===== config.mk =====
export PLATFORM = sky130hd
export DESIGN_NAME = rgb_led_pwm
export DESIGN_NICKNAME = d
export VERILOG_FILES = /design/src/rtl/rgb_led_pwm_pkg.sv /design/src/rtl/rgb_pwm_channel.sv /design/src/rtl/rgb_led_pwm.sv
export SDC_FILE = /design/constraint.sdc
export NUM_CORES = 1
export LEC_CHECK = 0
export BUFFER_PORTS_ARGS = -buffer_cell sky130_fd_sc_hd__buf_2
export CAP_MARGIN = 20
export CORE_UTILIZATION = 50
export CTS_CLUSTER_SIZE = 25
export DETAILED_ROUTE_END_ITERATION = 10
export PLACE_DENSITY = 0.68
export SLEW_MARGIN = 40
export SYNTH_ARGS = -nofsm -noshare
export SYNTH_HDL_FRONTEND = slang
export SYNTH_SLANG_ARGS = --single-unit

===== constraint.sdc =====
create_clock -name sys_clk -period 5.1 [get_ports sys_clk]
set_input_delay 1.53 -clock sys_clk [delete_from_list [all_inputs] [get_ports sys_clk]]
set_output_delay 1.53 -clock sys_clk [all_outputs]
set_load 0.05 [all_outputs]

===== src/rtl/rgb_led_pwm_pkg.sv =====
`default_nettype none
// ============================================================================
// Module   : rgb_led_pwm_pkg
// Desc     : Shared constants for the RGB LED PWM controller: register map
//            offsets, colour field positions, CTRL bit indices, colour ids.
// Revision : 1.0 - initial release
// ============================================================================
package rgb_led_pwm_pkg;

    // Colour index within one LED; also the channel offset inside an LED triplet
    typedef enum logic [1:0] {
        COLOUR_B = 2'd0,
        COLOUR_G = 2'd1,
        COLOUR_R = 2'd2
    } colour_e;

    localparam int c_NUM_COLOURS      = 3;

    // Register map: colour words start at 0, CTRL follows the last LED
    localparam int c_COLOUR_BASE_ADDR = 0;

    // Colour field LSB positions in a colour register word
    localparam int c_FIELD_LSB_R      = 16;
    localparam int c_FIELD_LSB_G      = 8;
    localparam int c_FIELD_LSB_B      = 0;

    // CTRL register bits
    localparam int c_CTRL_ENABLE_BIT  = 0;
    localparam int c_CTRL_RESTART_BIT = 1;

    // Bit position of a colour's field inside a colour register word
    function automatic int field_lsb(input int colour);
        case (colour)
            int'(COLOUR_R): return c_FIELD_LSB_R;
            int'(COLOUR_G): return c_FIELD_LSB_G;
            default:        return c_FIELD_LSB_B;
        endcase
    endfunction

    // Word address of the CTRL register for a given LED count
    function automatic int ctrl_addr(input int num_leds);
        return c_COLOUR_BASE_ADDR + num_leds;
    endfunction

endpackage
`default_nettype wire


===== src/rtl/rgb_pwm_channel.sv =====
`default_nettype none
// ============================================================================
// Module   : rgb_pwm_channel
// Desc     : One PWM colour channel. Holds the active duty (loaded or faded
//            toward the target only at period boundaries) and produces a
//            registered compare output.
// Config   : RGB_PWM_FADE_EN selects ramped duty updates.
// Revision : 1.0 - initial release
// ============================================================================
module rgb_pwm_channel #(
    parameter int PWM_BITS       = 8,
    parameter int LED_ACTIVE_LOW = 0
) (
    input  logic                clk,
    input  logic                rst,
    input  logic                i_enable,
    input  logic [PWM_BITS-1:0] i_cnt,
    input  logic                i_wrap,
    input  logic                i_fade_step,
    input  logic [PWM_BITS-1:0] i_target,
    output logic                o_led
);

    localparam logic c_IDLE_LEVEL = (LED_ACTIVE_LOW != 0);

    logic [PWM_BITS-1:0] r_duty;
    logic                r_led;

`ifdef RGB_PWM_FADE_EN
    // Move the active duty one LSB toward the target on each fade step
    always_ff @(posedge clk) begin
        if (rst) begin
            r_duty <= '0;
        end else if (i_wrap && i_fade_step) begin
            if (r_duty < i_target) begin
                r_duty <= r_duty + 1'b1;
            end else if (r_duty > i_target) begin
                r_duty <= r_duty - 1'b1;
            end
        end
    end
`else
    logic w_unused_fade;
    assign w_unused_fade = i_fade_step;

    // Latch the target only at the period boundary so a period is never split
    always_ff @(posedge clk) begin
        if (rst) begin
            r_duty <= '0;
        end else if (i_wrap) begin
            r_duty <= i_target;
        end
    end
`endif

    // Registered compare; forced to the idle level while disabled
    always_ff @(posedge clk) begin
        if (rst) begin
            r_led <= c_IDLE_LEVEL;
        end else begin
            r_led <= (i_enable && (i_cnt < r_duty)) ^ c_IDLE_LEVEL;
        end
    end

    assign o_led = r_led;

endmodule
`default_nettype wire


===== src/rtl/rgb_led_pwm.sv =====
`default_nettype none
// ============================================================================
// Module   : rgb_led_pwm
// Desc     : Multi-channel RGB LED PWM controller with an Avalon-MM register
//            slave. Holds the register file, address decode, prescaler, the
//            PWM tick counter and (optionally) the fade-period counter.
// Config   : define RGB_PWM_FADE_EN to build the hardware fade engine.
// Revision : 1.0 - initial release
// ============================================================================
module rgb_led_pwm
    import rgb_led_pwm_pkg::*;
#(
    parameter int NUM_LEDS       = 4,
    parameter int PWM_BITS       = 8,
    parameter int PRESCALE       = 98,
    parameter int FADE_PERIODS   = 4,
    parameter int LED_ACTIVE_LOW = 0
) (
    input  logic                              sys_clk,
    input  logic                              sys_reset,
    input  logic [$clog2(NUM_LEDS+1)-1:0]     avs_address,
    input  logic                              avs_write,
    input  logic [31:0]                       avs_writedata,
    input  logic                              avs_read,
    output logic [31:0]                       avs_readdata,
    output logic [3*NUM_LEDS-1:0]             led_out
);

    localparam int c_NUM_CH = c_NUM_COLOURS * NUM_LEDS;
    localparam int c_ADDR_W = $clog2(NUM_LEDS + 1);
    localparam int c_PRE_W  = (PRESCALE > 1) ? $clog2(PRESCALE) : 1;

    localparam logic [c_PRE_W-1:0]  c_PRE_LAST  = c_PRE_W'(PRESCALE - 1);
    localparam logic [c_ADDR_W-1:0] c_CTRL_ADDR = c_ADDR_W'(ctrl_addr(NUM_LEDS));
    localparam logic [PWM_BITS-1:0] c_CNT_LAST  = '1;

    logic [PWM_BITS-1:0] r_target [c_NUM_CH];
    logic                r_enable;
    logic [c_PRE_W-1:0]  r_pre;
    logic [PWM_BITS-1:0] r_cnt;
    logic [31:0]         r_readdata;

    logic [31:0]         w_rd_mux;
    logic                w_wr_ctrl;
    logic                w_restart;
    logic                w_tick;
    logic                w_wrap;
    logic                w_fade_step;
    logic [c_NUM_CH-1:0] w_led;
    logic                w_unused_wdata;

    // Not every write-data bit is stored (upper byte, bits above PWM_BITS)
    assign w_unused_wdata = ^avs_writedata;

    assign w_wr_ctrl = avs_write && (avs_address == c_CTRL_ADDR);
    assign w_restart = w_wr_ctrl && avs_writedata[c_CTRL_RESTART_BIT];
    // A restart write overrides a tick landing on the same cycle
    assign w_tick    = r_enable && !w_restart && (r_pre == c_PRE_LAST);
    assign w_wrap    = w_tick && (r_cnt == c_CNT_LAST);

    // Register file: colour targets and the enable bit
    always_ff @(posedge sys_clk) begin
        if (sys_reset) begin
            r_enable <= 1'b0;
            for (int ch = 0; ch < c_NUM_CH; ch++) begin
                r_target[ch] <= '0;
            end
        end else begin
            if (w_wr_ctrl) begin
                r_enable <= avs_writedata[c_CTRL_ENABLE_BIT];
            end
            for (int i = 0; i < NUM_LEDS; i++) begin
                if (avs_write && (avs_address == c_ADDR_W'(c_COLOUR_BASE_ADDR + i))) begin
                    for (int c = 0; c < c_NUM_COLOURS; c++) begin
                        r_target[c_NUM_COLOURS*i + c] <= avs_writedata[field_lsb(c) +: PWM_BITS];
                    end
                end
            end
        end
    end

    // Read mux: stored targets zero-extended, CTRL returns enable only
    always_comb begin
        w_rd_mux = '0;
        for (int i = 0; i < NUM_LEDS; i++) begin
            if (avs_address == c_ADDR_W'(c_COLOUR_BASE_ADDR + i)) begin
                for (int c = 0; c < c_NUM_COLOURS; c++) begin
                    w_rd_mux[field_lsb(c) +: PWM_BITS] = r_target[c_NUM_COLOURS*i + c];
                end
            end
        end
        if (avs_address == c_CTRL_ADDR) begin
            w_rd_mux[c_CTRL_ENABLE_BIT] = r_enable;
        end
    end

    // Read data captured on a read strobe and held until the next read
    always_ff @(posedge sys_clk) begin
        if (sys_reset) begin
            r_readdata <= '0;
        end else if (avs_read) begin
            r_readdata <= w_rd_mux;
        end
    end

    // Prescaler and PWM tick counter; both parked at 0 while disabled
    always_ff @(posedge sys_clk) begin
        if (sys_reset) begin
            r_pre <= '0;
            r_cnt <= '0;
        end else if (!r_enable || w_restart) begin
            r_pre <= '0;
            r_cnt <= '0;
        end else if (w_tick) begin
            r_pre <= '0;
            r_cnt <= r_cnt + 1'b1;
        end else begin
            r_pre <= r_pre + 1'b1;
        end
    end

`ifdef RGB_PWM_FADE_EN
    localparam int c_FADE_W = (FADE_PERIODS > 1) ? $clog2(FADE_PERIODS) : 1;
    localparam logic [c_FADE_W-1:0] c_FADE_LAST = c_FADE_W'(FADE_PERIODS - 1);

    logic [c_FADE_W-1:0] r_fade_cnt;

    // Count wraps so the duties ramp once every FADE_PERIODS periods
    always_ff @(posedge sys_clk) begin
        if (sys_reset) begin
            r_fade_cnt <= '0;
        end else if (w_wrap) begin
            if (r_fade_cnt == c_FADE_LAST) begin
                r_fade_cnt <= '0;
            end else begin
                r_fade_cnt <= r_fade_cnt + 1'b1;
            end
        end
    end

    assign w_fade_step = w_wrap && (r_fade_cnt == c_FADE_LAST);
`else
    assign w_fade_step = 1'b0;
`endif

    for (genvar ch = 0; ch < c_NUM_CH; ch++) begin : g_channel
        rgb_pwm_channel #(
            .PWM_BITS       (PWM_BITS),
            .LED_ACTIVE_LOW (LED_ACTIVE_LOW)
        ) u_channel (
            .clk         (sys_clk),
            .rst         (sys_reset),
            .i_enable    (r_enable),
            .i_cnt       (r_cnt),
            .i_wrap      (w_wrap),
            .i_fade_step (w_fade_step),
            .i_target    (r_target[ch]),
            .o_led       (w_led[ch])
        );
    end

    assign led_out      = w_led;
    assign avs_readdata = r_readdata;

endmodule
`default_nettype wire

==> Yosys cells after proc, flatten, opt, wreduce, memory -nomap -nowiden <==
Memory sizes are Yosys's and may differ from the RTL's.
Index checks and enable logic that the tools add are counted.
{ "classes": {"n_bitwise": 13, "n_eq_ne": 6, "n_reduce_logical": 27, "n_addsub": 14, "n_shift": 36, "n_lt_le_gt_ge": 12, "mux": 78} }
{ "op_table": {"columns": ["cell", "n"], "rows": [
  ["$mux W32", 40],
  ["$neg A32 Y33", 12],
  ["$shift A8 B33 Y32 const A", 12],
  ["$shiftx A8 B33 Y32", 12],
  ["$shiftx A32 B32 Y8", 12],
  ["$bwmux W32", 11],
  ["$lt A8 B8 Y1", 12],
  ["$mux W8", 12],
  ["$and A32 B32 Y32", 1],
  ["$logic_and A1 B1 Y1", 21],
  ["$mux W1", 15],
  ["$or A1 B1 Y1", 12],
  ["$add A8 B1 Y8 const B", 1],
  ["$eq A8 B8 Y1 const B", 1],
  ["$add A7 B1 Y7 const B", 1],
  ["$eq A7 B7 Y1 const B", 1],
  ["$eq A3 B2 Y1 const B", 2],
  ["$eq A3 B1 Y1 const B", 1],
  ["$eq A3 B3 Y1 const B", 1],
  ["$logic_not A3 Y1", 1],
  ["$reduce_or A3 Y1", 1],
  ["$logic_not A1 Y1", 2],
  ["$reduce_or A2 Y1", 1],
  ["$logic_or A1 B1 Y1", 1]
]} }
{ "totals": {"memories": 1, "input_bits": 39, "reg_bits": 156, "elab_cells": 215, "ram_bits": 96, "out_inout_bits": 44} }
{ "memory_table": {"columns": ["name", "depth", "word_bits", "read_ports", "rd_clocked_by_memory_dff", "wr", "line", "text"], "rows": [
  ["r_target", 12, 8, 12, 0, 12, "rgb_led_pwm.sv:37", "logic [PWM_BITS-1:0] r_target [c_NUM_CH];"]
]} }

==> Longest topological paths before layout <==
{ "logic_depth": {"ltp_word": 21, "mapped_depth": 9} }

==> Modules after synthesis <==
Synthesis repeated with hierarchy kept, for this count alone.
{ "hier_totals": {"cells_unflattened": 1093, "hier_area_um2": 11649.9} }
{ "modules_own_cells": {"columns": ["module", "cells_each", "area_per_inst_um2", "n_inst", "seq_area_each_um2"], "rows": [
  ["rgb_led_pwm", 493, 5839.4, 1, 3683.5],
  ["rgb_pwm_channel", 50, 484.2, 12, 180.2]
]} }

==> Worst setup path before layout <==
No wires, ideal clock.
{ "synth_path": {"path_kind": "input port to flip-flop", "startpoint": "in avs_address[1]", "endpoint": "mem r_target[3][0] (netlist: r_target[0][24]), enable pin", "path_slack_ps": 1896, "arrival_time_ps": 2820, "required_ps": 4716, "path_stages": 4, "n_path_buf": 2, "path_cell_list": "buf_4 buf_4 nand3b_1 nand2b_1"} }
{ "synth_lines": {"columns": ["element", "line", "text"], "rows": [
  ["start, declared", "rgb_led_pwm.sv:21", "input logic [$clog2(NUM_LEDS+1)-1:0] avs_address,"],
  ["end, declared", "rgb_led_pwm.sv:37", null]
]} }

==> Worst setup path in the final report <==
{ "layout_path": {"startpoint": "in avs_address[2]", "endpoint": "reg g_channel[1].u_channel.r_duty[2] (read register of r_target)"} }
{ "layout_between": {"elab_chain_cells": 7} }
{ "layout_lines": {"columns": ["element", "line", "text"], "rows": [
  ["$eq A3 B3 Y1", "rgb_led_pwm.sv:55", "assign w_wr_ctrl = avs_write && (avs_address == c_CTRL_ADDR);"],
  ["$logic_and A1 B1 Y1", "rgb_led_pwm.sv:55", null],
  ["$logic_and A1 B1 Y1", "rgb_led_pwm.sv:56", "assign w_restart = w_wr_ctrl && avs_writedata[c_CTRL_RESTART_BIT];"],
  ["$logic_not A1 Y1", "rgb_led_pwm.sv:58", "assign w_tick = r_enable && !w_restart && (r_pre == c_PRE_LAST);"],
  ["$logic_and A1 B1 Y1 (2 in a row)", "rgb_led_pwm.sv:58", null],
  ["$logic_and A1 B1 Y1", "rgb_led_pwm.sv:59", "assign w_wrap = w_tick && (r_cnt == c_CNT_LAST);"],
  ["end, declared", "rgb_pwm_channel.sv:26", "logic [PWM_BITS-1:0] r_duty;"]
]} }
No other way between the ends.
A chain may end at the register's enable or synchronous reset.

==> impl_metrics.ini <==
[outcome]
status = finished clean

[grt]
grt_max_degree = 97
grt_pass1_wl_microns = 47600
grt-ovfl-total = 0
grt_usage_pct = 25.0
grt_pass1_vias = 8723
grt_antenna_before_repair = 0

[logic_synthesis]
synth_top_area_share_pct = 24.7
yosysSeqAreaShare_pct = 48.6
syn-mean-instance-area_sq_um = 9.67
syn-instance-count = 1243
synth_area_leader_cell = dfxtp_1
synth_top_cells_by_area = dfxtp_1, edfxtp_1, ha_1, a21oi_1, nand3_1
syn_area_sq_um = 12000
async_reset_ff_share_pct = 0
synth-seq-cells = 244
synth.distinct_cells = 48
synthFlopType = dfxtp_1
synth_enable_flop_cells = 96
ys_warn_count = 0

[setup_path]
crit_path_top_delay_cell = o2111ai_4
worst-setup-path-type = in -> reg
cp.required_ps = 5550
max_stage_delay_ps = 490
worstSetupStartpoint = avs_address[2]
critical_path_arrival_ps = 3680
endpoint_kind = flop
critPathMaxFanout = 37
critical_path.cell_chain = buf_2 -> nand4bb_1 -> o2111ai_4 -> buf_8 -> buf_4 -> o21ai_0 -> a21oi_1
worstReg2RegStart = r_cnt[1]
cp-start-kind = primary input

[drt]
routed_wl_microns = 30200
drt_iter0_drc = 877
firstDrtPassIters = 5
wl_per_cell_microns = 18.8
route.detailed.drc = 0
vias = 9177
via_per_inst = 5.71
antenna_left = 0

[floorplanning]
core.rowCount = 56
die_area_sq_um = 24700
core_sq_um = 23500
start_util_pct = 51.0
die_w_microns = 157
io_pins = 83
die_h_microns = 157

[worst_hold_path]
hp-class = reg -> reg
worstHoldStart = r_pre[0]

[cts]
cts_tree = yes
numCtsBuffers = 27
cts_setup_buffers = 0
cts_hold_buf = 0
cts_resized = 0
htree_levels = 1
clk_path_buf_depth = 3
clkTransAtPathRegs_ps = 60
insertion_delay_ps = 530
cts_sinks = 244
cts_root_buf = clkbuf_16

[timing]
setup_viol = 0
drv_slew = 0
fin_crit_sh_pct = 63.4
tightest_slew_ps = 865
min_period_ps = 3230
relSlewSlack_pct = 42.4
grt_setup_unrepaired = false
hold_viol = 0
timing.fmax_mhz = 309
setup_tns_ps = 0
finClkSkew_ps = 9.89

[run]
max-cap-violations = 0

[cells_and_area]
fillers = 2076
nets = 1394
final_area_sq_um = 13400
seq_area_sq_um = 5850
drive_gt1_share_pct = 12.9
synthToLayoutAreaGrowth_pct = 11.4
antenna_cells = 0
multiInputGateArea_sq_um = 5270

[placed_design]
routabilityCongestion = 0.796
place_area_sq_um = 12400
numPortBuffers = 66
dp_hpwl_microns = 19800

[pwr]
power.leakage_nw = 4.91
p_per_area_nw_per_um2 = 332
vdd_ir_drop_max_v = 0.000313
[cell families after synthesis]
kind of cell | count (synthesis) | synth area share (%)
xor gates and xnor gates | 6 | 0.437
AOI/OAI and AO/OA | 324 | 15.8
other | 1 | 0.0312
muxes | 25 | 3.08
DFF | 244 | 48.6
and+or+nand+nor | 351 | 15.0
adders and majority gates | 87 | 9.06
buffers and inverters | 205 | 7.96
[metrics by stage]
stage	util, %	power, mW	setup slack, ps	hold WS (ps)	cells
floorplan	-	2.35	1900	430	1250
global placement	52.7	2.44	1240	444	1556
detailed placement	52.8	2.44	1250	453	1557
CTS	56.8	4.46	1760	473	1606
global route	56.8	4.56	1760	488	1607
finish	56.8	4.44	1870	469	1607
[synth_stat cells, types with 2 or more instances]
cell and n:
a2111o_1 9, a211oi_1 7, a21o_1 10, a21oi_1 137, a22oi_1 16, a31oi_1 10
and2_1 30, and3_1 11, and4_1 4, buf_2 26, buf_4 23, buf_6 9
clkbuf_1 42, dfxtp_1 148, edfxtp_1 96, ha_1 87, inv_1 105, mux2_2 16
mux4_2 8, nand2_1 32, nand2b_1 33, nand3_1 100, nand3b_1 2, nand4_1 2
nor2_1 85, nor2b_1 19, nor3_1 21, o211a_1 16, o21a_1 3, o21ai_0 68
o21ai_1 40, o31ai_1 5, or4_1 4, xnor2_1 4, xor2_1 2
[per-layer routing]
metal	GRT usage (%)	vias up	share of wire, %
met5	0	-	0
met4	6.43	0	2.0
met3	3.17	46	7.7
met2	37.2	346	43
met1	38.1	4376	47
li1	-	4409	-
[state kept, by name, indices dropped and copies added (netlist names)]
| signal | cells |
|---|---|
| r_cnt | 8 |
| g_channel.u_channel.r_duty | 96 |
| r_enable | 1 |
| avs_readdata | 24 |
| g_channel.u_channel.o_led | 12 |
| r_pre | 7 |
| r_target | 96 |
[critical path: cells and delay by family]
| kind | cells | cell delay (ps) |
|---|---|---|
| AND/OR/NAND/NOR | 1 | 320 |
| buffers and inverters | 3 | 1000 |
| AO/OA/AOI/OAI | 3 | 810 |
[final cells by class]
type	count	area share, %
clock buffers	33	5.29
clock inverters	16	1.60
well taps	319	2.98
flip-flops and latches	244	43.7
repair buffers	89	4.08
multi-input cells	801	39.4
inverters	105	2.95
[cells in the final DEF (no fill, tap or decap), types with 32 or more instances in the layout]
master	instances
a21oi_1	137
buf_2	65
dfxtp_1	144
edfxtp_1	96
ha_1	87
inv_1	105
nand2_1	32
nand2b_1	32
nand3_1	100
nor2_1	85
o21ai_0	68
o21ai_1	40
[path summary, 6_finish.rpt]
kind                            slack (ps)  depth (start not counted)                               end
worst max-delay path                  1870                          7  g_channel[1].u_channel.r_duty[2]
worst min-delay path                   470                          1                          r_pre[0]
worst max register to register        2270                          7  g_channel[1].u_channel.r_duty[2]
worst min register to register         470                          1                          r_pre[0]
[power by group]
| group | internal [mW] | switching (mW) | leakage [nW] |
|---|---|---|---|
| clock | 1.24 | 0.791 | 0.443 |
| sequential | 2.10 | 0.0547 | 2.13 |
| combinational | 0.0790 | 0.177 | 2.34 |
Power figures use the tool's default switching activity.
